[src/rtl/mau_pkg.sv]
// Shared size codes and FSM state encoding for the memory access unit.
package mau_pkg;

    localparam logic [1:0] SZ_BYTE = 2'b00;
    localparam logic [1:0] SZ_HALF = 2'b01;
    localparam logic [1:0] SZ_WORD = 2'b10;

    typedef enum logic [1:0] {
        IDLE = 2'd0,
        WAIT = 2'd1,
        DONE = 2'd2
    } state_t;

endpackage

[src/rtl/lane_align.sv]
// Combinational lane steering: store-side byte enables and replicated data,
// alignment check, and load-side lane extraction with sign/zero extension.
module lane_align
    import mau_pkg::*;
(
    input  logic [1:0]  size,
    input  logic [1:0]  lane,
    input  logic [31:0] wdata,
    output logic [3:0]  be,
    output logic [31:0] wdata_rep,
    output logic        misalign,
    input  logic [1:0]  rd_size,
    input  logic [1:0]  rd_lane,
    input  logic        rd_unsigned,
    input  logic [31:0] rdata,
    output logic [31:0] rdata_ext
);

    logic [7:0]  rd_byte;
    logic [15:0] rd_half;

    always_comb begin
        be        = 4'b1111;
        wdata_rep = wdata;
        misalign  = 1'b0;
        case (size)
            SZ_BYTE: begin
                be        = 4'b0001 << lane;
                wdata_rep = {4{wdata[7:0]}};
            end
            SZ_HALF: begin
                be        = lane[1] ? 4'b1100 : 4'b0011;
                wdata_rep = {2{wdata[15:0]}};
                misalign  = lane[0];
            end
            // size 11 behaves exactly like a word access
            default: begin
                be       = 4'b1111;
                misalign = (lane != 2'b00);
            end
        endcase
    end

    always_comb begin
        case (rd_lane)
            2'd0:    rd_byte = rdata[7:0];
            2'd1:    rd_byte = rdata[15:8];
            2'd2:    rd_byte = rdata[23:16];
            default: rd_byte = rdata[31:24];
        endcase
        rd_half = rd_lane[1] ? rdata[31:16] : rdata[15:0];
        case (rd_size)
            SZ_BYTE: rdata_ext = rd_unsigned ? {24'h0, rd_byte} : {{24{rd_byte[7]}}, rd_byte};
            SZ_HALF: rdata_ext = rd_unsigned ? {16'h0, rd_half} : {{16{rd_half[15]}}, rd_half};
            default: rdata_ext = rdata;
        endcase
    end

endmodule

[src/rtl/mem_access_unit.sv]
// Multi-cycle load/store unit: IDLE captures an aligned request, WAIT drives a
// registered bus cycle until ack or timeout, DONE releases the CPU stall.
module mem_access_unit
    import mau_pkg::*;
#(
    parameter int TIMEOUT = 16
) (
    input  logic        clock,
    input  logic        reset,
    input  logic        req_read,
    input  logic        req_write,
    input  logic [1:0]  req_size,
    input  logic        req_unsigned,
    input  logic [31:0] req_addr,
    input  logic [31:0] req_wdata,
    output logic [31:0] rdata,
    output logic        stall,
    output logic        misalign,
    output logic        timeout_err,
    output logic        mem_req,
    output logic        mem_we,
    output logic [31:0] mem_addr,
    output logic [3:0]  mem_be,
    output logic [31:0] mem_wdata,
    input  logic [31:0] mem_rdata,
    input  logic        mem_ack,
    output logic [1:0]  fsm_state
);

    state_t      state, state_next;
    logic [15:0] cnt;
    logic [1:0]  size_q, lane_q;
    logic        uns_q;
    logic [31:0] rdata_q;
    logic        to_q;
    logic [3:0]  be_c;
    logic [31:0] wdata_c, rext_c;
    logic        mis_c;
    logic        req_any, start, timed_out;

    assign req_any   = req_read | req_write;
    assign start     = (state == IDLE) && req_any && !mis_c;
    assign timed_out = (cnt == 16'(TIMEOUT - 1));
    assign fsm_state = state;

    lane_align u_align (
        .size        (req_size),
        .lane        (req_addr[1:0]),
        .wdata       (req_wdata),
        .be          (be_c),
        .wdata_rep   (wdata_c),
        .misalign    (mis_c),
        .rd_size     (size_q),
        .rd_lane     (lane_q),
        .rd_unsigned (uns_q),
        .rdata       (mem_rdata),
        .rdata_ext   (rext_c)
    );

    always_ff @(posedge clock or negedge reset) begin
        if (!reset) state <= IDLE;
        else        state <= state_next;
    end

    always_comb begin
        state_next = state;
        case (state)
            IDLE:    if (start) state_next = WAIT;
            WAIT:    if (mem_ack || timed_out) state_next = DONE;
            DONE:    state_next = IDLE;
            default: state_next = IDLE;
        endcase
    end

    // Misaligned requests are answered in the same IDLE cycle with no bus cycle.
    always_comb begin
        stall       = start || (state == WAIT);
        misalign    = (state == IDLE) && req_any && mis_c;
        rdata       = misalign ? 32'h0 : rdata_q;
        timeout_err = to_q;
    end

    always_ff @(posedge clock or negedge reset) begin
        if (!reset) begin
            cnt       <= '0;
            size_q    <= '0;
            lane_q    <= '0;
            uns_q     <= 1'b0;
            rdata_q   <= '0;
            to_q      <= 1'b0;
            mem_req   <= 1'b0;
            mem_we    <= 1'b0;
            mem_addr  <= '0;
            mem_be    <= '0;
            mem_wdata <= '0;
        end else begin
            to_q <= 1'b0;
            case (state)
                IDLE: begin
                    cnt <= '0;
                    if (start) begin
                        mem_req   <= 1'b1;
                        mem_we    <= req_write;
                        mem_addr  <= {req_addr[31:2], 2'b00};
                        mem_be    <= be_c;
                        mem_wdata <= wdata_c;
                        size_q    <= req_size;
                        lane_q    <= req_addr[1:0];
                        uns_q     <= req_unsigned;
                    end
                end
                WAIT: begin
                    cnt <= cnt + 16'd1;
                    if (mem_ack) begin
                        mem_req <= 1'b0;
                        rdata_q <= rext_c;
                    end else if (timed_out) begin
                        mem_req <= 1'b0;
                        rdata_q <= '0;
                        to_q    <= 1'b1;
                    end
                end
                default: cnt <= '0;
            endcase
        end
    end

endmodule

[config.mk]
export PLATFORM = sky130hd
export DESIGN_NAME = mem_access_unit
export DESIGN_NICKNAME = d
export VERILOG_FILES = /design/src/rtl/mau_pkg.sv /design/src/rtl/lane_align.sv /design/src/rtl/mem_access_unit.sv
export SDC_FILE = /design/constraint.sdc
export NUM_CORES = 1
export LEC_CHECK = 0
export ABC_AREA = 0
export ABC_CLOCK_PERIOD_IN_PS = 3400
export BUFFER_PORTS_ARGS = -buffer_cell sky130_fd_sc_hd__buf_2
export CAP_MARGIN = 10
export CELL_PAD_IN_SITES_DETAIL_PLACEMENT = 2
export CELL_PAD_IN_SITES_GLOBAL_PLACEMENT = 2
export CORE_MARGIN = 2
export CORE_UTILIZATION = 33
export CTS_CLUSTER_DIAMETER = 200
export DETAILED_ROUTE_END_ITERATION = 10
export MAX_ROUTING_LAYER = met4
export PLACE_DENSITY_LB_ADDON = 0.2
export SYNTH_ARGS = -nofsm -noshare
export SYNTH_HDL_FRONTEND = slang
export SYNTH_HIERARCHICAL = 1
export SYNTH_SLANG_ARGS = --single-unit
[constraint.sdc]
create_clock -name clock -period 3.4 [get_ports clock]
set_clock_uncertainty 0.15 [all_clocks]
set_input_delay 0.34 -clock clock [delete_from_list [all_inputs] [get_ports clock]]
set_output_delay 0.34 -clock clock [all_outputs]
set_load 0.02 [all_outputs]
==> impl_metrics.tcl, run 1 <==
set metrics [dict create \
    place.gp.congestion 0.772 \
    dp.cells 1000 \
    hold_violations 0 \
    worst-setup-path-type "reg2reg" \
    antenna_found_initial 1 \
    relSlewSlack_pct 42.0 \
    drtIter0Drc 187 \
    cts_root_buffer "clkbuf_16" \
    firstDrtPassIters 4 \
    setup_viol 0 \
    yosys_most_used_dff "dfrtp_1" \
    rsz0062_at_grt "false" \
    synthCells 597 \
    whs_ns 0.0226 \
    cts_resized 0 \
    hpwl_um 14900 \
    drt_wl_total_um 22300 \
    fmaxAchievable_ghz 0.375 \
    holdCritPathClass "in2reg" \
    ctsHoldBuffers 22 \
    fin_cells 1055 \
    grtUsageTotal_pct 23.5 \
    row_count 50 \
    cts_made_buffers 17 \
    fp.dieW_um 143 \
    crit_family "simple AND/OR/NAND/NOR gates" \
    final_common_cell "buf_2" \
    ys_types 45 \
    portBuffers 208 \
    ant_nets 0 \
    cts_max_level 4 \
    ys_seq_elements 124 \
    syn_area_um2 6340 \
    area_growth_pct 32.2 \
    ios 211 \
    layout_common_cells "buf_2 (207), dfrtp_1 (124), mux2_2 (90), nand2_1 (49)" \
    grt_pass1_wl_um 36100 \
    clk_path_buf_depth 2 \
    wire_per_inst_um 21.2 \
    power_density_nw_per_um2 929 \
    core_um2 18800 \
    drive_above_1_share_pct 42.3 \
    cp_slowest_stage_delay_ns 0.80 \
    finish.utilization_pct 44.7 \
    ys_seq_area_share_pct 48.9 \
    critPathRequiredTime_ns 3.57 \
    fin_crit_sh_pct 78.5 \
    start_kind "register" \
    cp-end-kind "register" \
    fillerInstances 2006 \
    critPathArrivalTime_ns 2.84 \
    critPathMaxFanout 19 \
    layout.nets 912 \
    worst_pin_slew_ns 0.869 \
    die_area_um2 20300 \
    slew_violations 0 \
    grt_max_degree 81 \
    p_leak_nw 4.06 \
    outcome "completed" \
    grt-ovfl-total 0 \
    multiInputGateArea_um2 2850 \
    cts_setup_buffers 0 \
    start_util_pct 33.8 \
    worstPathCellList "and2b_1 -> a32oi_4 -> nor3_2 -> a221o_1 -> a22oi_1 -> o21ai_0" \
    vdd_ir_drop_max_mv 0.428 \
    clock_latency_ns 0.41 \
    vias_per_cell 5.21 \
    synth-edff-count 0 \
    vias 5500 \
    critPathBufInv 0 \
    grt_pass1_vias 6314 \
    drc 0 \
    ys_async_sr_fraction_pct 100 \
    yosysWarnings 6 \
    cts_tree "built" \
    r2r_setup_slack_ns 0.73 \
    cts_sinks 124 \
    setup_tns_ns 0 \
    clkSlewWorstSetupHoldPaths_ns 0.06 \
    min_period_ns 2.67 \
    syn-mean-instance-area_um2 10.6 \
    cp_slowest_cell "dfrtp_1" \
    ff_latch_area_um2 3100 \
    die-height_um 143 \
    drv_cap 0 \
]
[registers in the layout (all words and copies together), names as in the netlist]
register and count:
timeout_err 1, mem_addr 30, mem_wdata 32, fsm_state 2
size_q 2, mem_be 4, uns_q 1, rdata_q 32
lane_q 2, mem_req 1, mem_we 1, cnt 16
[cells by family after synthesis]
| logic type | synth area share [%] |
|---|---|
| flip-flops | 48.9 |
| buffers and inverters | 6.41 |
| AND/OR/NAND/NOR | 10.3 |
| adder cells (fa/ha/maj) | 0.197 |
| XOR/XNOR | 0.414 |
| other | 0.0591 |
| AO/OA/AOI/OAI | 15.3 |
| multiplexers | 18.3 |
[cells in the mapped netlist, types with 2 or more instances]
library cell  count  area [um^2]
inv_1            40          150
nand2b_1          7         43.8
clkbuf_1         24         90.1
or3_1             3         18.8
nor2b_1           4         25.0
a22oi_1          33          248
o22a_1            7         61.3
nor2_1           42          158
a21o_1            7         52.6
o21ai_0          42          210
a221o_1           8         80.1
buf_2            10         50.1
nor4_1            4         25.0
mux2_2           90         1010
a22o_1            4         35.0
a2bb2oi_1         7         61.3
xnor2_1           2         17.5
nand3_1           5         25.0
a21oi_1          14         70.1
o21a_1            2         15.0
dfrtp_1         124         3100
and2b_1           4         30.0
buf_4            12         90.1
or4_1             8         60.1
clkbuf_2          3         15.0
o21bai_1          2         15.0
o31ai_1           4         30.0
mux2i_1          15          150
and2_1            2         12.5
nor3_1            3         15.0
nand4_1           3         18.8
nand2_1          49          184
[final timing paths]
| check | cells after the start | start | end |
|---|---|---|---|
| setup / recovery | 6 | lane_q[1] | rdata_q[10] |
| hold / removal | 2 | req_unsigned | uns_q |
| setup reg to reg | 6 | lane_q[1] | rdata_q[10] |
| hold reg to reg | 1 | cnt[0] | cnt[0] |
| max in group asynchronous | 3 | reset | mem_wdata[14] |
| min in group asynchronous | 2 | reset | mem_wdata[0] |
[metrics by stage]
stage                     total power, W  instance area [um^2]  setup slack [ns]
final                            0.00779                  8380             0.731
after global routing             0.00826                  8380             0.571
after CTS                        0.00785                  8380             0.752
after detailed placement         0.00576                  7520             0.798
after global placement           0.00560                  7520             0.891
after floorplan                  0.00458                  6350             0.891
[area by class of cell]
type / count / share of cell area [%]
Antenna cell: 1 / 0.0298
Clock inverter: 15 / 2.54
Inverter: 40 / 1.79
Clock buffer: 17 / 5.07
Sequential cell: 124 / 37.0
Tap cell: 234 / 3.49
Timing Repair Buffer: 240 / 16.1
Multi-Input combinational cell: 384 / 34.0
[power by group]
| group | switching (W) | internal (W) | total [W] |
|---|---|---|---|
| Sequential | 0.000418 | 0.00206 | 0.00248 |
| Combinational | 0.00201 | 0.00130 | 0.00331 |
| Clock | 0.000756 | 0.00124 | 0.00200 |
| Total | 0.00319 | 0.00461 | 0.00779 |
[routing by layer]
layer	global-route usage [%]	up-vias	share of wire (%)
met4	5.63	0	1.0
met5	-	-	0
li1	-	2520	-
met1	28.0	2805	42
met2	40.5	156	52
met3	5.50	19	4.9
Note: power is estimated with default switching activity, not from simulation.
==> run 2, diff against run 1 <==
- ABC_AREA: 0 -> 1
- ABC_CLOCK_PERIOD_IN_PS: 3400 -> 2790
- CORE_UTILIZATION: 33 -> 29
- clock period: 3.4 -> 2.79 ns (I/O delays scaled with it)
==> run 2 against run 1 <==
Critical path depth grew 2. Largest cell class unchanged. Cell count grew 38%. Core utilization shrank 6.0 points.
==> impl_metrics.tcl, run 2 <==
set metrics [dict create \
    cts_made_buffers 17 \
    die_area_um2 25100 \
    ios 211 \
    synth.largest_area_cell "dfrtp_1" \
    clock_latency_ns 0.42 \
    cp-end-kind "output pin" \
    final_common_cell "nand2_1" \
    synthCells 898 \
    layout.nets 1232 \
    r2r_setup_slack_ns 0.78 \
    cts_root_buffer "clkbuf_16" \
    ys_seq_area_share_pct 44.9 \
    clk_path_buf_depth 2 \
    fillerInstances 2766 \
    syn-mean-instance-area_um2 7.70 \
    ys_async_sr_fraction_pct 100 \
    fin_crit_sh_pct 88.4 \
    portBuffers 208 \
    cts_tree "built" \
    critPathRequiredTime_ns 2.36 \
    synth_top_area_share_pct 44.9 \
    antenna_found_initial 0 \
    grt_pass1_vias 7310 \
    firstDrtPassIters 4 \
    slew_violations 0 \
    place_ws_ns 0.641 \
    fp.dieW_um 158 \
    worst_pin_slew_ns 0.600 \
    r2r-end "rdata_q[4]" \
    n_antenna_cell 0 \
    p_leak_nw 5.24 \
    cts_sinks 124 \
    ys_types 33 \
    hold_start "req_size[0]" \
    relSlewSlack_pct 60.0 \
    vias 6590 \
    yosys_most_used_dff "dfrtp_1" \
    place.gp.congestion 0.772 \
    start_util_pct 29.5 \
    wire_per_inst_um 16.4 \
    setup_tns_ns 0 \
    fin_ws_ns 0.323 \
    drive_above_1_share_pct 29.1 \
    row_count 56 \
    outcome "completed" \
    min_period_ns 2.47 \
    grt_max_degree 109 \
    fmaxAchievable_ghz 0.405 \
    whs_ns 0.0361 \
    drv_cap 0 \
    grtUsageTotal_pct 20.5 \
    ys_seq_elements 124 \
    critPathArrivalTime_ns 2.04 \
    netlist_top_cells_count "nand2_1 (321), inv_1 (145), dfrtp_1 (124)" \
    die-height_um 158 \
    rsz0062_at_grt "false" \
    worst-setup-path-type "in2out" \
    syn_area_um2 6920 \
    hold_violations 0 \
    yosysWarnings 6 \
    layout_common_cells "nand2_1 (321), buf_2 (207), inv_1 (145), dfrtp_1 (124), nand3_1 (45)" \
    grt_pass1_wl_um 38700 \
    vias_per_cell 4.52 \
    core_um2 23500 \
    vdd_ir_drop_max_mv 0.393 \
    finish.utilization_pct 38.7 \
    critPathMaxFanout 33 \
    synth_most_common_cell "nand2_1" \
    grt-ovfl-total 0 \
    cts_setup_buffers 0 \
    r2r_cells 6 \
    holdCritPathClass "in2reg" \
    setup_viol 0 \
    hold_path_depth 3 \
    hpwl_um 16300 \
    drtIter0Drc 211 \
    drc 0 \
    min_to "size_q[0]" \
    drt_wl_total_um 23900 \
    cts_max_level 4 \
    ys_top_cells_by_area "dfrtp_1 (45%), nand2_1 (17%), inv_1 (7.9%), o21ai_2 (5.1%), nand3_1 (3.3%)" \
    start_kind "input port" \
    area_growth_pct 31.3 \
    synth-edff-count 0 \
    reg.largest.list "mem_wdata x32, rdata_q x32, mem_addr x30" \
    ant_nets 0 \
    rr_startpoint "size_q[1]" \
    power_density_nw_per_um2 1000 \
    clkSlewWorstSetupHoldPaths_ns 0.06 \
]
==> run 2: cell type report <==
| class | instances | area, um^2 | area share [%] |
|---|---|---|---|
| clock buffers | 18 | 439 | 4.83 |
| clock inverters | 14 | 159 | 1.75 |
| inverters | 147 | 552 | 6.07 |
| multi-input cells | 574 | 2840 | 31.3 |
| flip-flops and latches | 124 | 3100 | 34.2 |
| well taps | 319 | 399 | 4.39 |
| repair buffers | 263 | 1590 | 17.5 |
==> run 2: repair_timing <==
action | 4_1_cts | 5_1_grt
hold endpoints to repair | 96 | 0
hold buffers | 43 | 0
endpoints found under the setup margin | 0 | 0
gates resized for setup | 0 | 0
==> run 2: through the flow <==
step | total power, W | instance area (um^2) | instances
2_1_floorplan | 0.00559 | 6920 | 899
3_3_place_gp | 0.00672 | 8060 | 1384
3_5_place_dp | 0.00683 | 8060 | 1384
4_1_cts | 0.00926 | 9080 | 1459
5_1_grt | 0.00985 | 9080 | 1459
6_report | 0.00911 | 9080 | 1459
==> run 2: worst max path at each step <==
stage                     cells past startpoint   endpoint        start  slack (ns)
after floorplan                               7      stall  req_size[1]        0.95
after global placement                        8  rdata[31]  req_size[1]        0.67
after detailed placement                      8  rdata[31]  req_size[1]        0.64
after CTS                                     8  rdata[31]    req_write        0.26
after global routing                          8  rdata[14]    req_write        0.20
final                                         8  rdata[31]    req_write        0.32
==> run 2: routing by layer <==
metal / global-route usage, % / up-vias / wire length (um)
met3: 5.39 / 13 / 1360
met4: 4.38 / 0 / 187
met1: 25.1 / 3207 / 10500
met5: - / - / 0
li1: - / 3219 / -
met2: 34.3 / 151 / 11800
==> run 2: power breakdown <==
| group | leakage, nW | switching (W) | internal [W] |
|---|---|---|---|
| logic | 3.38 | 0.00258 | 0.00130 |
| clock network | 0.282 | 0.000939 | 0.00136 |
| registers | 1.57 | 0.000447 | 0.00248 |
| total | 5.24 | 0.00397 | 0.00514 |
==> run 2: kinds of logic after synthesis <==
family	count (synthesis)	synth area share [%]
DFF	124	44.9
and+or+nand+nor	442	28.3
AOI/OAI and AO/OA	129	12.3
buffers and inverters	201	14.3
adders and majority gates	1	0.181
other	1	0.0542
==> run 2: worst max-delay path, cell delays in order <==
cell and delay [ns]:
dlygate4sd3_1 0.53, buf_2 0.13, or2_1 0.31, nand3_1 0.11
buf_4 0.32, nand2_1 0.10, inv_1 0.09, buf_2 0.16
==> run 3, diff against run 2 <==
- PLACE_DENSITY_LB_ADDON: 0.2 -> 0.1
==> run 3 against run 2 <==
Highest routed layer unchanged. Largest cell class unchanged. Maximum frequency increased by 0.18%. Total power decreased by 0.59%. Cell count increased by 0.21%. Critical path type unchanged. Clock power decreased by 3%. Critical endpoint unchanged. Die area unchanged. Critical path depth unchanged.
==> impl_metrics.tcl, run 3 (synthesized netlist as in run 2, its figures left out) <==
set metrics [dict create \
    vdd_ir_drop_max_mv 0.485 \
    setup_tns_ns 0 \
    cp_slowest_cell "dlygate4sd3_1" \
    cts_tree "built" \
    rr_startpoint "size_q[1]" \
    grt_max_degree 83 \
    layout.nets 1234 \
    drv_cap 0 \
    hold_start "req_size[1]" \
    firstDrtPassIters 4 \
    cts_root_buffer "clkbuf_16" \
    switchingPower_w 0.00401 \
    row_count 56 \
    grt-ovfl-total 0 \
    drc 0 \
    crit_top_cell "buf_2" \
    final_common_cell "nand2_1" \
    clkSlewWorstSetupHoldPaths_ns 0.06 \
    drtIter0Drc 277 \
    critPathRequiredTime_ns 2.36 \
    dp.cells 1386 \
    critPathMaxFanout 33 \
    fp.dieW_um 158 \
    portBuffers 208 \
    holdCritPathClass "in2reg" \
    outcome "completed" \
    final_area_um2 9080 \
    drive_above_1_share_pct 29.2 \
    reg.largest.list "mem_wdata x32, rdata_q x32, mem_addr x30" \
    seqPwrFrac_pct 32.3 \
    ff_latch_area_um2 3100 \
    multiInputGateArea_um2 2840 \
    clock_latency_ns 0.42 \
    fmaxAchievable_ghz 0.406 \
    critPathArrivalTime_ns 2.03 \
    pwr-share-comb_pct 43.1 \
    slew_violations 0 \
    crit_family "buffers and inverters" \
    cts_sinks 124 \
    rsz0062_at_grt "false" \
    fin_cells 1462 \
    ios 211 \
    die_area_um2 25100 \
    worst-setup-path-type "in2out" \
    drt_wl_total_um 23800 \
    worstPathCellList "dlygate4sd3_1 -> buf_2 -> or2_1 -> nand3_1 -> buf_4 -> nand2_1 -> inv_1 -> buf_2" \
    place.gp.congestion 0.737 \
    intPower_w 0.00505 \
    die-height_um 158 \
    hold_violations 0 \
    antenna_found_initial 1 \
    r2r_setup_slack_ns 0.84 \
    relSlewSlack_pct 55.6 \
    start_kind "input port" \
    r2r_cells 6 \
    wire_per_inst_um 16.3 \
    layout_common_cells "nand2_1 (321), buf_2 (207), inv_1 (145), dfrtp_1 (124), nand3_1 (45)" \
    fin_crit_sh_pct 88.3 \
    grtUsageTotal_pct 20.4 \
    cts_made_buffers 17 \
    start_util_pct 29.5 \
    power_frac_clock_pct 24.7 \
    setup_viol 0 \
    min_to "size_q[1]" \
    swShare_pct 44.3 \
    grt_pass1_wl_um 38200 \
    r2r-end "rdata_q[15]" \
    ant_nets 0 \
    cp-end-kind "output pin" \
    core_um2 23500 \
    cts_max_level 4 \
    cp_slowest_stage_delay_ns 0.53 \
    fillerInstances 2809 \
    vias 6593 \
    hpwl_um 16600 \
    critPathBufInv 5 \
    placed_area_um2 8070 \
    grt_pass1_vias 7107 \
    vias_per_cell 4.51 \
    power_density_nw_per_um2 997 \
    min_period_ns 2.46 \
    area_growth_pct 31.3 \
    worst_pin_slew_ns 0.664 \
    clk_path_buf_depth 2 \
    p_leak_nw 5.24 \
    hold_path_depth 3 \
]
-- run 3: changes by cell type in the layout (fill, tap and decap cells not counted), sizes merged --
| cell | previous run | this run |
|---|---|---|
| clkinv | 2 | 3 |
| clkbuf | 18 | 17 |
| clkinvlp | 4 | 3 |
| bufinv | 2 | 1 |
| inv | 153 | 155 |
| buf | 220 | 222 |
| diode | 0 | 1 |
-- run 3: how the worst max path moves through the flow --
stage                     start          end  cells past startpoint
global route          req_write    rdata[16]                      8
CTS                   req_write    rdata[31]                      8
global placement      req_write     rdata[8]                      7
floorplan           req_size[1]        stall                      7
finish                req_write    rdata[31]                      8
detailed placement    size_q[1]  rdata_q[15]                      6
-- run 3: repair_timing --
| action | CTS | global route |
|---|---|---|
| setup buffers | 0 | 0 |
| endpoints found under the hold margin | 101 | 0 |
| gates resized for setup | 0 | 0 |
| hold buffers | 43 | 0 |
-- run 3: power by group through the flow --
stage / combinational (W) / clock (W) / sequential (W)
floorplan: 0.00221 / 0 / 0.00338
global placement: 0.00382 / 0 / 0.00292
global route: 0.00436 / 0.00239 / 0.00303
finish: 0.00390 / 0.00224 / 0.00292
detailed placement: 0.00391 / 0 / 0.00295
CTS: 0.00398 / 0.00231 / 0.00293
-- run 3: layer usage --
layer / wire length, um / GRT usage, % / vias to the layer above
li1: - / - / 3218
met1: 10500 / 25.2 / 3198
met2: 11700 / 33.6 / 158
met3: 1270 / 5.01 / 19
met4: 310 / 5.19 / 0
met5: 0 / - / -
-- run 3: tightest hold or removal path: cells and delay by family --
kind / cells / cell delay (ns)
compound gates: 1 / 0.06
buf+inv: 2 / 0.22
-- run 3: metrics by stage --
stage / setup WS, ns / util [%] / hold WS, ns / total power, W
global route: 0.221 / 38.7 / 0.0106 / 0.00978
global placement: 0.849 / 34.4 / 0.166 / 0.00674
finish: 0.327 / 38.7 / 0.0167 / 0.00906
detailed placement: 0.818 / 34.4 / 0.181 / 0.00686
floorplan: 0.948 / - / -0.167 / 0.00559
CTS: 0.285 / 38.7 / 0.00566 / 0.00922
-- run 3: area by class of cell --
class / instances / share of cell area (%)
Antenna cell: 1 / 0.0276
Clock buffer: 17 / 4.68
Clock inverter: 15 / 1.69
Inverter: 147 / 6.08
Multi-Input combinational cell: 574 / 31.3
Sequential cell: 124 / 34.2
Tap cell: 319 / 4.39
Timing Repair Buffer: 265 / 17.7
